$ cat config.mk
export PLATFORM = sky130hd
export DESIGN_NAME = booth_mult_arbiter_flat
export DESIGN_NICKNAME = d
export VERILOG_FILES = /design/src/rtl/booth_mult_arbiter_if.sv /design/src/rtl/booth_mult_arbiter.sv /design/src/flat_wrapper.sv
export SDC_FILE = /design/constraint.sdc
export NUM_CORES = 1
export LEC_CHECK = 0
export CAP_MARGIN = 20
export CORE_MARGIN = 4
export CORE_UTILIZATION = 47
export CTS_CLUSTER_SIZE = 14
export DETAILED_ROUTE_END_ITERATION = 6
export PLACE_DENSITY = 0.84
export SLEW_MARGIN = 0
export SYNTH_ARGS = -nofsm -noshare
export SYNTH_HDL_FRONTEND = slang
export SYNTH_SLANG_ARGS = --single-unit
export TNS_END_PERCENT = 10
$ cat constraint.sdc
create_clock -name clk -period 2.4 [get_ports clk]
set_input_delay 0.72 -clock clk [delete_from_list [all_inputs] [get_ports clk]]
set_output_delay 0.72 -clock clk [all_outputs]
set_load 0.05 [all_outputs]
$ cat src/rtl/booth_mult_arbiter_if.sv
// Request/response bundle between two multiply requesters, the shared Booth
// multiplier, and the consumer of its tagged products.
interface booth_mult_arbiter_if #(
    parameter int WIDTH = 4
);
    logic [1:0]         req_valid;
    logic [1:0]         req_ready;
    logic [WIDTH-1:0]   req0_mcand;
    logic [WIDTH-1:0]   req0_mplier;
    logic [WIDTH-1:0]   req1_mcand;
    logic [WIDTH-1:0]   req1_mplier;
    logic               rsp_valid;
    logic               rsp_ready;
    logic               rsp_id;
    logic [2*WIDTH-1:0] rsp_product;
    logic               busy;

    modport master (
        output req_valid, req0_mcand, req0_mplier, req1_mcand, req1_mplier, rsp_ready,
        input  req_ready, rsp_valid, rsp_id, rsp_product, busy
    );

    modport slave (
        input  req_valid, req0_mcand, req0_mplier, req1_mcand, req1_mplier, rsp_ready,
        output req_ready, rsp_valid, rsp_id, rsp_product, busy
    );
endinterface

$ cat src/rtl/booth_mult_arbiter.sv
// Two-requester arbiter in front of one sequential radix-2 Booth multiplier.
// Define BOOTH_ARB_FIXED_PRIO_EN for fixed priority (requester 0 wins ties).
module booth_mult_arbiter #(
    parameter int WIDTH = 4
) (
    input  logic                 clk,
    input  logic                 rst,
    booth_mult_arbiter_if.slave  bus
);
    localparam int CW = $clog2(WIDTH + 1);

    localparam logic [1:0] ST_IDLE = 2'd0;
    localparam logic [1:0] ST_BUSY = 2'd1;
    localparam logic [1:0] ST_DONE = 2'd2;

    logic [1:0]       state_q, state_d;
    logic [WIDTH:0]   a_q, a_d;
    logic [WIDTH:0]   m_q, m_d;
    logic [WIDTH-1:0] q_q, q_d;
    logic             q1_q, q1_d;
    logic [CW-1:0]    count_q, count_d;
    logic             id_q, id_d;
`ifndef BOOTH_ARB_FIXED_PRIO_EN
    logic             last_q, last_d;
`endif

    logic             winner;
    logic [1:0]       grant;
    logic             handshake;
    logic [WIDTH-1:0] sel_mcand;
    logic [WIDTH-1:0] sel_mplier;
    logic [WIDTH:0]   booth_sum;

    always_comb begin
        winner = 1'b0;
`ifdef BOOTH_ARB_FIXED_PRIO_EN
        winner = ~bus.req_valid[0];
`else
        if (bus.req_valid == 2'b11) begin
            winner = ~last_q;
        end else begin
            winner = bus.req_valid[1];
        end
`endif
    end

    // Grant is only offered while idle and out of reset; it is purely combinational.
    always_comb begin
        grant = 2'b00;
        if (state_q == ST_IDLE && !rst && bus.req_valid != 2'b00) begin
            grant = winner ? 2'b10 : 2'b01;
        end
    end

    assign handshake  = |(bus.req_valid & grant);
    assign sel_mcand  = winner ? bus.req1_mcand  : bus.req0_mcand;
    assign sel_mplier = winner ? bus.req1_mplier : bus.req0_mplier;

    always_comb begin
        state_d   = state_q;
        a_d       = a_q;
        m_d       = m_q;
        q_d       = q_q;
        q1_d      = q1_q;
        count_d   = count_q;
        id_d      = id_q;
`ifndef BOOTH_ARB_FIXED_PRIO_EN
        last_d    = last_q;
`endif
        booth_sum = a_q;

        case ({q_q[0], q1_q})
            2'b01:   booth_sum = a_q + m_q;
            2'b10:   booth_sum = a_q - m_q;
            default: booth_sum = a_q;
        endcase

        case (state_q)
            ST_IDLE: begin
                if (handshake) begin
                    m_d     = {sel_mcand[WIDTH-1], sel_mcand};
                    a_d     = '0;
                    q_d     = sel_mplier;
                    q1_d    = 1'b0;
                    count_d = CW'(WIDTH);
                    id_d    = winner;
`ifndef BOOTH_ARB_FIXED_PRIO_EN
                    last_d  = winner;
`endif
                    state_d = ST_BUSY;
                end
            end
            ST_BUSY: begin
                // Arithmetic right shift of {A,Q,Q_1}; A carries one guard bit.
                a_d     = {booth_sum[WIDTH], booth_sum[WIDTH:1]};
                q_d     = {booth_sum[0], q_q[WIDTH-1:1]};
                q1_d    = q_q[0];
                count_d = count_q - CW'(1);
                if (count_q == CW'(1)) begin
                    state_d = ST_DONE;
                end
            end
            ST_DONE: begin
                if (bus.rsp_ready) begin
                    state_d = ST_IDLE;
                end
            end
            default: state_d = ST_IDLE;
        endcase
    end

    always_ff @(posedge clk or posedge rst) begin
        if (rst) begin
            state_q <= ST_IDLE;
            a_q     <= '0;
            m_q     <= '0;
            q_q     <= '0;
            q1_q    <= 1'b0;
            count_q <= '0;
            id_q    <= 1'b0;
        end else begin
            state_q <= state_d;
            a_q     <= a_d;
            m_q     <= m_d;
            q_q     <= q_d;
            q1_q    <= q1_d;
            count_q <= count_d;
            id_q    <= id_d;
        end
    end

`ifndef BOOTH_ARB_FIXED_PRIO_EN
    // Reset to 1 so requester 0 wins the first tie.
    always_ff @(posedge clk or posedge rst) begin
        if (rst) begin
            last_q <= 1'b1;
        end else begin
            last_q <= last_d;
        end
    end
`endif

    assign bus.req_ready   = grant;
    assign bus.rsp_valid   = (state_q == ST_DONE);
    assign bus.rsp_id      = id_q;
    assign bus.rsp_product = {a_q[WIDTH-1:0], q_q};
    assign bus.busy        = (state_q != ST_IDLE);
endmodule

$ cat src/flat_wrapper.sv
// flat-port wrapper written by rule: the top's interface ports become plain ports
module booth_mult_arbiter_flat 
#(
    parameter int WIDTH = 4
)
  (clk, rst, bus_req_valid, bus_req0_mcand, bus_req0_mplier, bus_req1_mcand, bus_req1_mplier, bus_rsp_ready, bus_req_ready, bus_rsp_valid, bus_rsp_id, bus_rsp_product, bus_busy);
  booth_mult_arbiter_if #(.WIDTH(WIDTH)) bus_i ();
  input  logic clk;
  input  logic rst;
  input wire logic [$bits(bus_i.req_valid)-1:0] bus_req_valid;
  input wire logic [$bits(bus_i.req0_mcand)-1:0] bus_req0_mcand;
  input wire logic [$bits(bus_i.req0_mplier)-1:0] bus_req0_mplier;
  input wire logic [$bits(bus_i.req1_mcand)-1:0] bus_req1_mcand;
  input wire logic [$bits(bus_i.req1_mplier)-1:0] bus_req1_mplier;
  input wire logic [$bits(bus_i.rsp_ready)-1:0] bus_rsp_ready;
  output wire logic [$bits(bus_i.req_ready)-1:0] bus_req_ready;
  output wire logic [$bits(bus_i.rsp_valid)-1:0] bus_rsp_valid;
  output wire logic [$bits(bus_i.rsp_id)-1:0] bus_rsp_id;
  output wire logic [$bits(bus_i.rsp_product)-1:0] bus_rsp_product;
  output wire logic [$bits(bus_i.busy)-1:0] bus_busy;
  assign bus_i.req_valid = bus_req_valid;
  assign bus_i.req0_mcand = bus_req0_mcand;
  assign bus_i.req0_mplier = bus_req0_mplier;
  assign bus_i.req1_mcand = bus_req1_mcand;
  assign bus_i.req1_mplier = bus_req1_mplier;
  assign bus_i.rsp_ready = bus_rsp_ready;
  assign bus_req_ready = bus_i.req_ready;
  assign bus_rsp_valid = bus_i.rsp_valid;
  assign bus_rsp_id = bus_i.rsp_id;
  assign bus_rsp_product = bus_i.rsp_product;
  assign bus_busy = bus_i.busy;
  booth_mult_arbiter #(.WIDTH(WIDTH)) u_core (.clk(clk), .rst(rst), .bus(bus_i));
endmodule
-- Yosys cells after proc, flatten, opt, wreduce, memory -nomap -nowiden
Index checks and enable logic that the tools add are counted.
- flip-flop bits (word level): 21
- logic and storage cells: 51
- bits of input ports: 21
- reductions and logical operators: 11
- add/sub/neg operators: 3
- equality and inequality tests: 9
- mux-type cells: 18
- bitwise logic cells: 2
- operator list (cell ; number):
    $pmux W5 S2 ; 2
    $mux W4 ; 3
    $mux W2 ; 5
    $pmux W4 S2 ; 1
    $eq A2 B2 Y1 const B ; 3
    $pmux W2 S3 ; 1
    $pmux W3 S2 ; 1
    $reduce_bool A2 Y1 ; 3
    $add A5 B5 Y5 ; 1
    $mux W5 ; 1
    $sub A5 B5 Y5 ; 1
    $eq A2 B1 Y1 const B ; 2
    $ne A2 B1 Y1 const B ; 2
    $reduce_and A2 Y1 ; 2
    $eq A3 B1 Y1 const B ; 1
    $mux W3 ; 1
    $reduce_and A3 Y1 ; 1
    $sub A3 B1 Y3 const B ; 1
    $and A2 B2 Y2 ; 1
    $logic_and A1 B1 Y1 ; 2
    $logic_not A2 Y1 ; 1
    $mux W1 ; 2
    $ne A2 B2 Y1 const B ; 1
    $pmux W1 S2 ; 1
    3 further kinds ; 3

-- Longest topological paths before layout
Gate-level depths: netlist of the first run.
- word-level depth: 8
- mapped depth: 10

-- Worst setup path before layout of the first run
Ideal clock, no wire load.
- path type: input to output
- from: in bus_req_valid[1]
- to: out bus_req_ready[0]
- buffers on the path: 0
- slack: -0.331 ns
- stages on the path: 3
- arrival: 2.011 ns
- cells stage by stage: inv_1 > o21ai_0 > nor3_1
- word-level cells in the longest chain between the ends: 4
- elaborated cells on any way between the ends: 6
- classes of those cells: 1 x eq/ne; 3 x mux; 2 x reduce/logical
- RTL lines (item ; RTL line ; source):
    start, declared ; flat_wrapper.sv:10 ; input wire logic [$bits(bus_i.req_valid)-1:0] bus_req_valid;
    $eq A2 B2 Y1 ; booth_mult_arbiter.sv:39 ; if (bus.req_valid == 2'b11) begin
    $mux W1 ; booth_mult_arbiter.sv:39 ;
    $mux W2 ; booth_mult_arbiter.sv:51 ; grant = winner ? 2'b10 : 2'b01;
    $mux W2 (*) ; booth_mult_arbiter.sv:50 ; if (state_q == ST_IDLE && !rst && bus.req_valid != 2'b00) begin
    end, declared ; flat_wrapper.sv:16 ; output wire logic [$bits(bus_i.req_ready)-1:0] bus_req_ready;
Every way passes the cells marked *; elsewhere a longest branch is shown, timed or not.

-- Worst setup path after layout of the first run
- from: reg u_core.m_q[1]
- to: reg u_core.a_q[3]
- word-level cells in the longest chain between the ends: 3
- elaborated cells on any way between the ends: 4
- classes of those cells: 2 x add/sub; 2 x mux
- RTL lines (item ; RTL line ; source):
    start, declared ; booth_mult_arbiter.sv:18 ; logic [WIDTH:0] m_q, m_d;
    start signal, assigned ; booth_mult_arbiter.sv:124 ; m_q <= m_d;
    $sub A5 B5 Y5 / $add A5 B5 Y5 (equally long branches) ; booth_mult_arbiter.sv:74, booth_mult_arbiter.sv:73 ;
    $pmux W5 S2 (*) ; booth_mult_arbiter.sv:72 ; case ({q_q[0], q1_q})
    $pmux W5 S2 (*) ; booth_mult_arbiter.sv:78 ; case (state_q)
    end signal, assigned ; booth_mult_arbiter.sv:115 ; a_q <= '0;
    end signal, assigned ; booth_mult_arbiter.sv:123 ; a_q <= a_d;
    end, declared ; booth_mult_arbiter.sv:17 ; logic [WIDTH:0] a_q, a_d;
Marks and branches as above.
A chain may end at the register's enable or synchronous reset.

==> implementation parameters, run 1 <==
Parameter                              Value

Status
  Status    finished clean

Drt
  Detailed-routing iteration count for the pre-antenna-repair pass    4
  Avg WL per Cell    14.4 um
  Residual antenna-violating net count after detailed routing    0
  Iteration-0 DRC Markers    46
  Remaining routing DRC violations    0
  Total via count after detailed routing    1132
  Mean number of vias per cell    5.52
  Routed wire length    2960 um

Synth
  Gate count after technology mapping    130
  Count of different cell masters after synthesis    40
  Yosys warning total    0
  Share of flip-flops with an asynchronous set or reset    1.00
  Primary flip-flop cell chosen by synthesis mapping    sky130_fd_sc_hd__dfrtp_1
  Portion of the post-synthesis area used by sequential elements    0.404
  Post-synth EDFFs    0
  Mean instance size in the synthesized netlist    9.56 um^2
  Synthesized net count    160
  Cell area after technology mapping    1240 um^2
  Flip-flop and latch count after synthesis    20

Critical path
  Startpoint kind of the worst setup timing path    flip-flop
  Critical Setup Path Class    flip-flop to flip-flop
  Critical Path Fanout Max    4
  Category of cells accounting for the largest share of critical-path delay    adder cells
  Slowest cell on the critical path    sky130_fd_sc_hd__dfrtp_1
  Critical-path cell list    inv_1, ha_1, mux2_4, fa_2, nand2b_4, a21oi_4, xnor2_2, o311ai_1, o41ai_1
  Combined buffer and inverter count along the critical path    1
  Slowest cell delay on critical path    0.40 ns
  Arrival time at the worst endpoint    2.51 ns
  Worst R2R Path Depth    9
  Timing startpoint of the critical path    u_core.m_q[1]$_DFFE_PP0P_
  Capturing point of the worst reg2reg path    u_core.a_q[3]$_DFFE_PP0P_
  Launch instance of the worst register-to-register path    u_core.m_q[1]$_DFFE_PP0P_
  Data required time at the worst endpoint    2.57 ns
  Capturing element type of the critical path    flip-flop
  Critical path capture point    u_core.a_q[3]$_DFFE_PP0P_
  Register-to-register setup slack    0.06 ns
  Number of gates on the worst path with buffers counted    9

Pwr
  Sequential cell fraction of total power    0.227
  NetSw    1.41 mW
  Power per standard cell area    1620 nW/um^2
  Proportion of total power due to net switching    0.491
  Total power after layout    2.87 mW
  Leakage power figure    0.829 nW
  Int Pwr    1.46 mW
  Gate power share    0.716
  IR Drop Worst-Case VDD    1.48 mV
  Clock network power share    0.057

STA
  Highest clock frequency the design can meet    428 MHz
  Total count of max-transition violations in the final report    0
  # setup viols final    0
  Worst-case clock skew    0.00188 ns
  Minimum clock period    2.34 ns
  Transition time of the tightest slew-check pin    0.504 ns
  Final Hold Violating Endpoints    0
  Part of the cycle the worst path needs    0.974
  Max_slew headroom    0.663
  RSZ-0062 raised after global routing    true

Floorplanning
  Area enclosed by the die boundary    3530 um^2
  Die outline width    59.4 um
  Core footprint    2500 um^2
  IO Pins    34
  Initial cell density of the core    0.497
  Std-Cell Rows    18
  Die Ht    59.4 um

Flow run
  Total of max-cap violations    0

CTS
  TritonCTS buffer count    3
  Register clock-pin slew on the reported worst setup and hold paths    0.11 ns
  Clock Tree Root    sky130_fd_sc_hd__clkbuf_4
  Clock Sink Count    20
  TritonCTS clock tree    yes
  Cts hold-fix bufs    0
  H-Tree Level Count    1
  CTS Buffer Depth    2
  Clock latency at the later pin of the worst-skew pair    0.29 ns

Min path
  Hold Path Class    flip-flop to flip-flop
  Min-Delay Path Depth    1

Layout
  Final instance area    1770 um^2
  Number of nets at the end of the flow    206
  Fraction of layout instances using a drive strength above 1    0.217
  Area Overhead vs Synth    42.3%
  Final cell utilization of the core    0.707
  Count of inserted antenna diode cells    0

GRT
  Total congestion overflow after global routing    0
  Initial antenna violation count    0
  Overall global routing resource usage    0.185
  Pin count of the biggest net entering global routing    19
  Number of global-route vias before repair    1190
  Global-route wire length before repair    5030 um

Place
  HPWL after detailed placement    2260 um
  Final Wtd Congestion    0.789
  # port buffers    33
  Placed Instance Area    1680 um^2
state kept, by name, summed over array words and instances (netlist names):
register,count
u_core.a_q,4
u_core.q1_q,1
u_core.state_q,2
u_core.m_q,4
u_core.last_q,1
u_core.count_q,3
u_core.q_q,4
u_core.bus.rsp_id,1
kinds of logic (layout without fill, tap and decap cells):
| family | after synthesis | count (layout) | share of synthesized area |
|---|---|---|---|
| XOR/XNOR | 5 | 5 | 0.0353 |
| adder cells (fa/ha/maj) | 9 | 9 | 0.0967 |
| AO/OA/AOI/OAI | 33 | 33 | 0.189 |
| buffers and inverters | 18 | 63 | 0.0675 |
| flip-flops | 20 | 20 | 0.404 |
| multiplexers | 6 | 6 | 0.0493 |
| AND/OR/NAND/NOR | 39 | 39 | 0.158 |
routing by layer:
layer  global-route usage  wire length, um
met5                    0                0
met4               0.0388                9
met3               0.0305              149
met2                0.328             1550
met1                0.236             1250
through the flow:
| step | worst slack [ns] | hold WS (ns) | setup TNS, ns | std cells |
|---|---|---|---|---|
| after global routing | -0.0563 | 0.526 | -0.0563 | 205 |
| after global placement | -0.153 | 0.478 | -0.228 | 199 |
| after floorplan | -0.209 | 0.457 | -0.377 | 130 |
| final | 0.0614 | 0.503 | 0 | 205 |
| after detailed placement | -0.182 | 0.476 | -0.266 | 199 |
| after CTS | -0.0381 | 0.501 | -0.0381 | 203 |
synthesized netlist by cell type (2+ instances only):
| cell type | count | area, um^2 |
|---|---|---|
| sky130_fd_sc_hd__clkbuf_1 | 3 | 11.3 |
| sky130_fd_sc_hd__buf_6 | 2 | 22.5 |
| sky130_fd_sc_hd__o21ai_1 | 2 | 10.0 |
| sky130_fd_sc_hd__o21ai_2 | 4 | 35.0 |
| sky130_fd_sc_hd__dfrtp_1 | 19 | 475 |
| sky130_fd_sc_hd__nor3_1 | 2 | 10.0 |
| sky130_fd_sc_hd__ha_1 | 8 | 100 |
| sky130_fd_sc_hd__inv_1 | 12 | 45.0 |
| sky130_fd_sc_hd__nand2b_1 | 2 | 12.5 |
| sky130_fd_sc_hd__a222oi_1 | 3 | 30.0 |
| sky130_fd_sc_hd__a21o_1 | 3 | 22.5 |
| sky130_fd_sc_hd__mux2i_1 | 5 | 50.1 |
| sky130_fd_sc_hd__nand3_1 | 2 | 10.0 |
| sky130_fd_sc_hd__a21oi_1 | 6 | 30.0 |
| sky130_fd_sc_hd__nor2b_1 | 3 | 18.8 |
| sky130_fd_sc_hd__nand2_1 | 13 | 48.8 |
| sky130_fd_sc_hd__o21ai_0 | 5 | 25.0 |
| sky130_fd_sc_hd__o31ai_1 | 2 | 15.0 |
| sky130_fd_sc_hd__nor2_1 | 10 | 37.5 |
| sky130_fd_sc_hd__xnor2_1 | 3 | 26.3 |
| sky130_fd_sc_hd__xor2_1 | 2 | 17.5 |
layout by cell type (no fill, tap or decap), types with 2 or more instances in the layout:
cell type and count:
sky130_fd_sc_hd__o31ai_1 2, sky130_fd_sc_hd__nor2_1 10, sky130_fd_sc_hd__a222oi_1 3, sky130_fd_sc_hd__o21ai_2 4
sky130_fd_sc_hd__ha_1 7, sky130_fd_sc_hd__xnor2_1 2, sky130_fd_sc_hd__inv_1 12, sky130_fd_sc_hd__dlygate4sd2_1 2
sky130_fd_sc_hd__buf_12 2, sky130_fd_sc_hd__nand2_1 13, sky130_fd_sc_hd__nor2b_1 3, sky130_fd_sc_hd__a21o_1 3
sky130_fd_sc_hd__buf_4 17, sky130_fd_sc_hd__xor2_1 2, sky130_fd_sc_hd__mux2i_1 5, sky130_fd_sc_hd__nand3_1 2
sky130_fd_sc_hd__a21oi_1 5, sky130_fd_sc_hd__o21ai_0 5, sky130_fd_sc_hd__o21ai_1 2, sky130_fd_sc_hd__clkbuf_4 3
sky130_fd_sc_hd__clkdlybuf4s50_1 25, sky130_fd_sc_hd__dfrtp_1 19
power groups by stage:
stage | combinational [mW] | sequential [mW] | clock, mW
final | 2.05 | 0.652 | 0.163
after global routing | 2.26 | 0.679 | 0.185
after detailed placement | 1.81 | 0.656 | 0
after CTS | 1.84 | 0.652 | 0.169
after global placement | 1.72 | 0.649 | 0
after floorplan | 1.09 | 0.859 | 0
worst register-to-register path: cells and delay by family, from the launching register on:
family	cells	cell delay [ns]
and+or+nand+nor	1	0.16
muxes	1	0.30
buffers and inverters	1	0.06
DFF	1	0.40
adders and majority gates	2	0.61
xor gates and xnor gates	1	0.09
AOI/OAI and AO/OA	3	0.60
worst min-delay path by stage:
| stage | startpoint | endpoint | slack, ns |
|---|---|---|---|
| after floorplan | u_core.count_q[2]$_DFFE_PP0P_ | u_core.count_q[2]$_DFFE_PP0P_ | 0.46 |
| after global placement | u_core.count_q[2]$_DFFE_PP0P_ | u_core.count_q[2]$_DFFE_PP0P_ | 0.48 |
| after detailed placement | u_core.bus.rsp_id$_DFFE_PP0P_ | u_core.bus.rsp_id$_DFFE_PP0P_ | 0.48 |
| after CTS | u_core.count_q[2]$_DFFE_PP0P_ | u_core.count_q[2]$_DFFE_PP0P_ | 0.50 |
| after global routing | rst | u_core.bus.rsp_id$_DFFE_PP0P_ | 0.53 |
| final | u_core.count_q[2]$_DFFE_PP0P_ | u_core.count_q[2]$_DFFE_PP0P_ | 0.50 |
cell type report:
type                            instances  area (um^2)
Timing Repair Buffer                   47          448
Fill cell                             195          732
Multi-Input combinational cell         92          709
Inverter                               12         45.0
Sequential cell                        20          502
Tap cell                               30         37.5
Clock buffer                            4         26.3
what timing repair did:
action                     CTS  global route
gates resized for setup      5             8
setup endpoints to repair    3             3
pin swaps                    1             5
buffers inserted             0             2
No activity file was read; power rests on OpenSTA's default activity.
==> run 2: changes to the inputs <==
==> constraint.sdc (replaced) <==
create_clock -name clk -period 2.2 [get_ports clk]
set_input_delay 0.66 -clock clk [delete_from_list [all_inputs] [get_ports clk]]
set_output_delay 0.66 -clock clk [all_outputs]
set_load 0.05 [all_outputs]
==> run 2 against run 1 <==
  * First-iteration DRC count grew 22%
  * Flip-flop and latch count is the same
  * Via count shrank 0.62%
  * Cell area grew 2.9%
  * Critical path depth is the same
  * Sequential power grew 8.4%
  * Die area is the same
  * Setup slack lost 0.061 ns
  * Core utilization grew 2.1 points
  * Global-route usage grew 1.2 points
  * Hold slack lost 0.0063 ns
  * Total power grew 15%
==> implementation parameters, run 2 (synthesis gave the netlist of run 1 again) <==
Parameter                              Value

Place
  Placed Instance Area    1700 um^2 (+1.3%)
  Number of cells in the design after placement    204 (+2.5%)
  Final Wtd Congestion    0.857 (+8.6%)
  HPWL after detailed placement    2390 um (+5.5%)
  Post-Place Setup Slack    -0.278 ns (-0.0968 ns)
  # port buffers    33 (unchanged)

Critical path
  Category of cells accounting for the largest share of critical-path delay    adder cells
  Capturing element type of the critical path    flip-flop
  Register-to-register setup slack    0.0009 ns (-0.06 ns)
  Slowest cell delay on critical path    0.38 ns (-0.02 ns)
  Arrival time at the worst endpoint    2.39 ns (-0.12 ns)
  Data required time at the worst endpoint    2.39 ns (-0.18 ns)
  Critical Path Fanout Max    2 (-2)
  Slowest cell on the critical path    sky130_fd_sc_hd__dfrtp_1
  Critical Setup Path Class    flip-flop to flip-flop
  Combined buffer and inverter count along the critical path    1 (unchanged)
  Worst R2R Path Depth    9 (unchanged)
  Critical-path cell list    inv_1, ha_2, mux2_4, fa_2, nand2b_4, a21oi_4, xnor2_2, o311ai_1, o41ai_1
  Timing startpoint of the critical path    u_core.q1_q$_DFFE_PP0P_
  Launch instance of the worst register-to-register path    u_core.q1_q$_DFFE_PP0P_
  Capturing point of the worst reg2reg path    u_core.a_q[3]$_DFFE_PP0P_
  Startpoint kind of the worst setup timing path    flip-flop

Layout
  Final cell utilization of the core    0.728 (+0.0205)
  Area Overhead vs Synth    46.4%
  Final instance area    1820 um^2 (+2.9%)
  Fraction of layout instances using a drive strength above 1    0.298 (+0.0812)
  Most frequent standard cell in the layout excluding fill and tap cells    sky130_fd_sc_hd__buf_4
  Number of nets at the end of the flow    212 (+2.9%)
  Total area of multi-input combinational cells    722 um^2 (+1.8%)
  Most used cells in the layout excluding fill and tap cells    28 x sky130_fd_sc_hd__buf_4, 19 x sky130_fd_sc_hd__dfrtp_1, 17 x sky130_fd_sc_hd__clkdlybuf4s50_1
  Top flop regs    u_core.a_q x4, u_core.m_q x4, u_core.q_q x4
  Post-Layout Cell Count    211 (+2.9%)
  Count of inserted antenna diode cells    0 (unchanged)
  Storage element area    502 um^2 (unchanged)
  Filler cell count    188 (-3.6%)

Floorplanning
  Area enclosed by the die boundary    3530 um^2 (unchanged)
  Std-Cell Rows    18 (unchanged)
  Core footprint    2500 um^2 (unchanged)
  Die Ht    59.4 um (unchanged)
  IO Pins    34 (unchanged)
  Die outline width    59.4 um (unchanged)
  Initial cell density of the core    0.497 (unchanged)

Min path
  Min-Delay Path Depth    1 (unchanged)
  Hold Crit Endpoint    u_core.bus.rsp_id$_DFFE_PP0P_
  Hold Path Class    flip-flop to flip-flop
  Hold path startpoint    u_core.bus.rsp_id$_DFFE_PP0P_

Drt
  Mean number of vias per cell    5.33 (-3.4%)
  Remaining routing DRC violations    0 (unchanged)
  Routed wire length    3120 um (+5.6%)
  Iteration-0 DRC Markers    56 (+22%)
  Avg WL per Cell    14.8 um (+2.6%)
  Total via count after detailed routing    1125 (-0.62%)
  Detailed-routing iteration count for the pre-antenna-repair pass    4 (unchanged)
  Residual antenna-violating net count after detailed routing    0 (unchanged)

GRT
  Overall global routing resource usage    0.197 (+0.0116)
  Initial antenna violation count    0 (unchanged)
  Pin count of the biggest net entering global routing    19 (unchanged)
  Global-route wire length before repair    5220 um (+3.8%)
  Total congestion overflow after global routing    0 (unchanged)
  Number of global-route vias before repair    1191 (+0.084%)

STA
  Max_slew headroom    0.539 (-0.125)
  Transition time of the tightest slew-check pin    0.691 ns (+0.187 ns)
  Final Hold Violating Endpoints    0 (unchanged)
  RSZ-0062 raised after global routing    true
  Setup slack of the critical path after layout    0.000884 ns (-0.0605 ns)
  Highest clock frequency the design can meet    455 MHz (+6.3%)
  # setup viols final    0 (unchanged)
  Part of the cycle the worst path needs    1.00 (+0.0252)
  Sum of negative setup slack    0 ns (unchanged)
  Total count of max-transition violations in the final report    0 (unchanged)
  Worst-case clock skew    0.00570 ns (+0.00382 ns)
  Minimum clock period    2.20 ns (-0.139 ns)
  Final worst hold slack    0.496 ns (-0.00626 ns)

CTS
  Cts hold-fix bufs    0 (unchanged)
  H-Tree Level Count    1 (unchanged)
  Clock Tree Root    sky130_fd_sc_hd__clkbuf_4
  CTS Buffer Depth    2 (unchanged)
  TritonCTS buffer count    3 (unchanged)
  Register clock-pin slew on the reported worst setup and hold paths    0.11 ns (about the same)
  Clock latency at the later pin of the worst-skew pair    0.31 ns (+0.02 ns)
  Clock Sink Count    20 (unchanged)
  TritonCTS clock tree    yes

Flow run
  Total of max-cap violations    0 (unchanged)

Pwr
  Leakage power figure    0.904 nW (+9.1%)
  Proportion of total power due to net switching    0.484 (-0.00799)
  NetSw    1.60 mW (+13%)
  Total power after layout    3.30 mW (+15%)
  Clock network power share    0.065 (+0.008)
  IR Drop Worst-Case VDD    1.42 mV (-3.7%)
  Gate power share    0.721 (+0.005)
  Int Pwr    1.71 mW (+17%)
  Sequential cell fraction of total power    0.214 (-0.013)
  Power per standard cell area    1820 nW/um^2 (+12%)

Status
  Status    finished clean
run 2: what timing repair did:
action	CTS	global route
setup endpoints to repair	3	6
pin swaps	6	6
gates cloned	0	0
setup buffers	1	2
endpoints found under the hold margin	0	0
resized for setup	15	8
run 2: layer usage:
layer / GRT usage / vias to the layer above / part of all wire
li1: - / 557 / -
met1: 0.220 / 528 / 0.40
met2: 0.374 / 37 / 0.54
met3: 0.0370 / 3 / 0.048
met4: 0.0518 / 0 / 0.0074
met5: 0 / - / 0
run 2: worst register-to-register path, delay by kind of cell, from the launching register on:
family          cells  cell delay (ns)
simple gates        1             0.15
fa+ha+maj           2             0.56
xor+xnor            1             0.09
compound gates      3             0.49
flops               1             0.38
buf+inv             1             0.08
mux                 1             0.33
run 2: area by class of cell:
type | count | area share
Inverter | 12 | 0.0248
Tap cell | 30 | 0.0206
Timing Repair Buffer | 53 | 0.262
Sequential cell | 20 | 0.276
Multi-Input combinational cell | 92 | 0.397
Clock buffer | 4 | 0.0199
run 2: worst max path at each step:
stage / slack [ns] / to / depth (start not counted)
2_1_floorplan: -0.37 / u_core.a_q[3]$_DFFE_PP0P_ / 8
3_3_place_gp: -0.24 / bus_req_ready[1] / 4
3_5_place_dp: -0.28 / bus_req_ready[1] / 4
4_1_cts: -0.07 / u_core.a_q[3]$_DFFE_PP0P_ / 9
5_1_grt: -0.05 / u_core.a_q[3]$_DFFE_PP0P_ / 9
6_report: 0.0009 / u_core.a_q[3]$_DFFE_PP0P_ / 9
run 2: power groups by stage:
stage	Sequential, mW	Combinational (mW)	Clock (mW)
finish	0.707	2.38	0.216
global route	0.734	2.58	0.236
CTS	0.702	2.26	0.222
detailed placement	0.706	2.02	0
global placement	0.695	1.94	0
floorplan	0.937	1.19	0
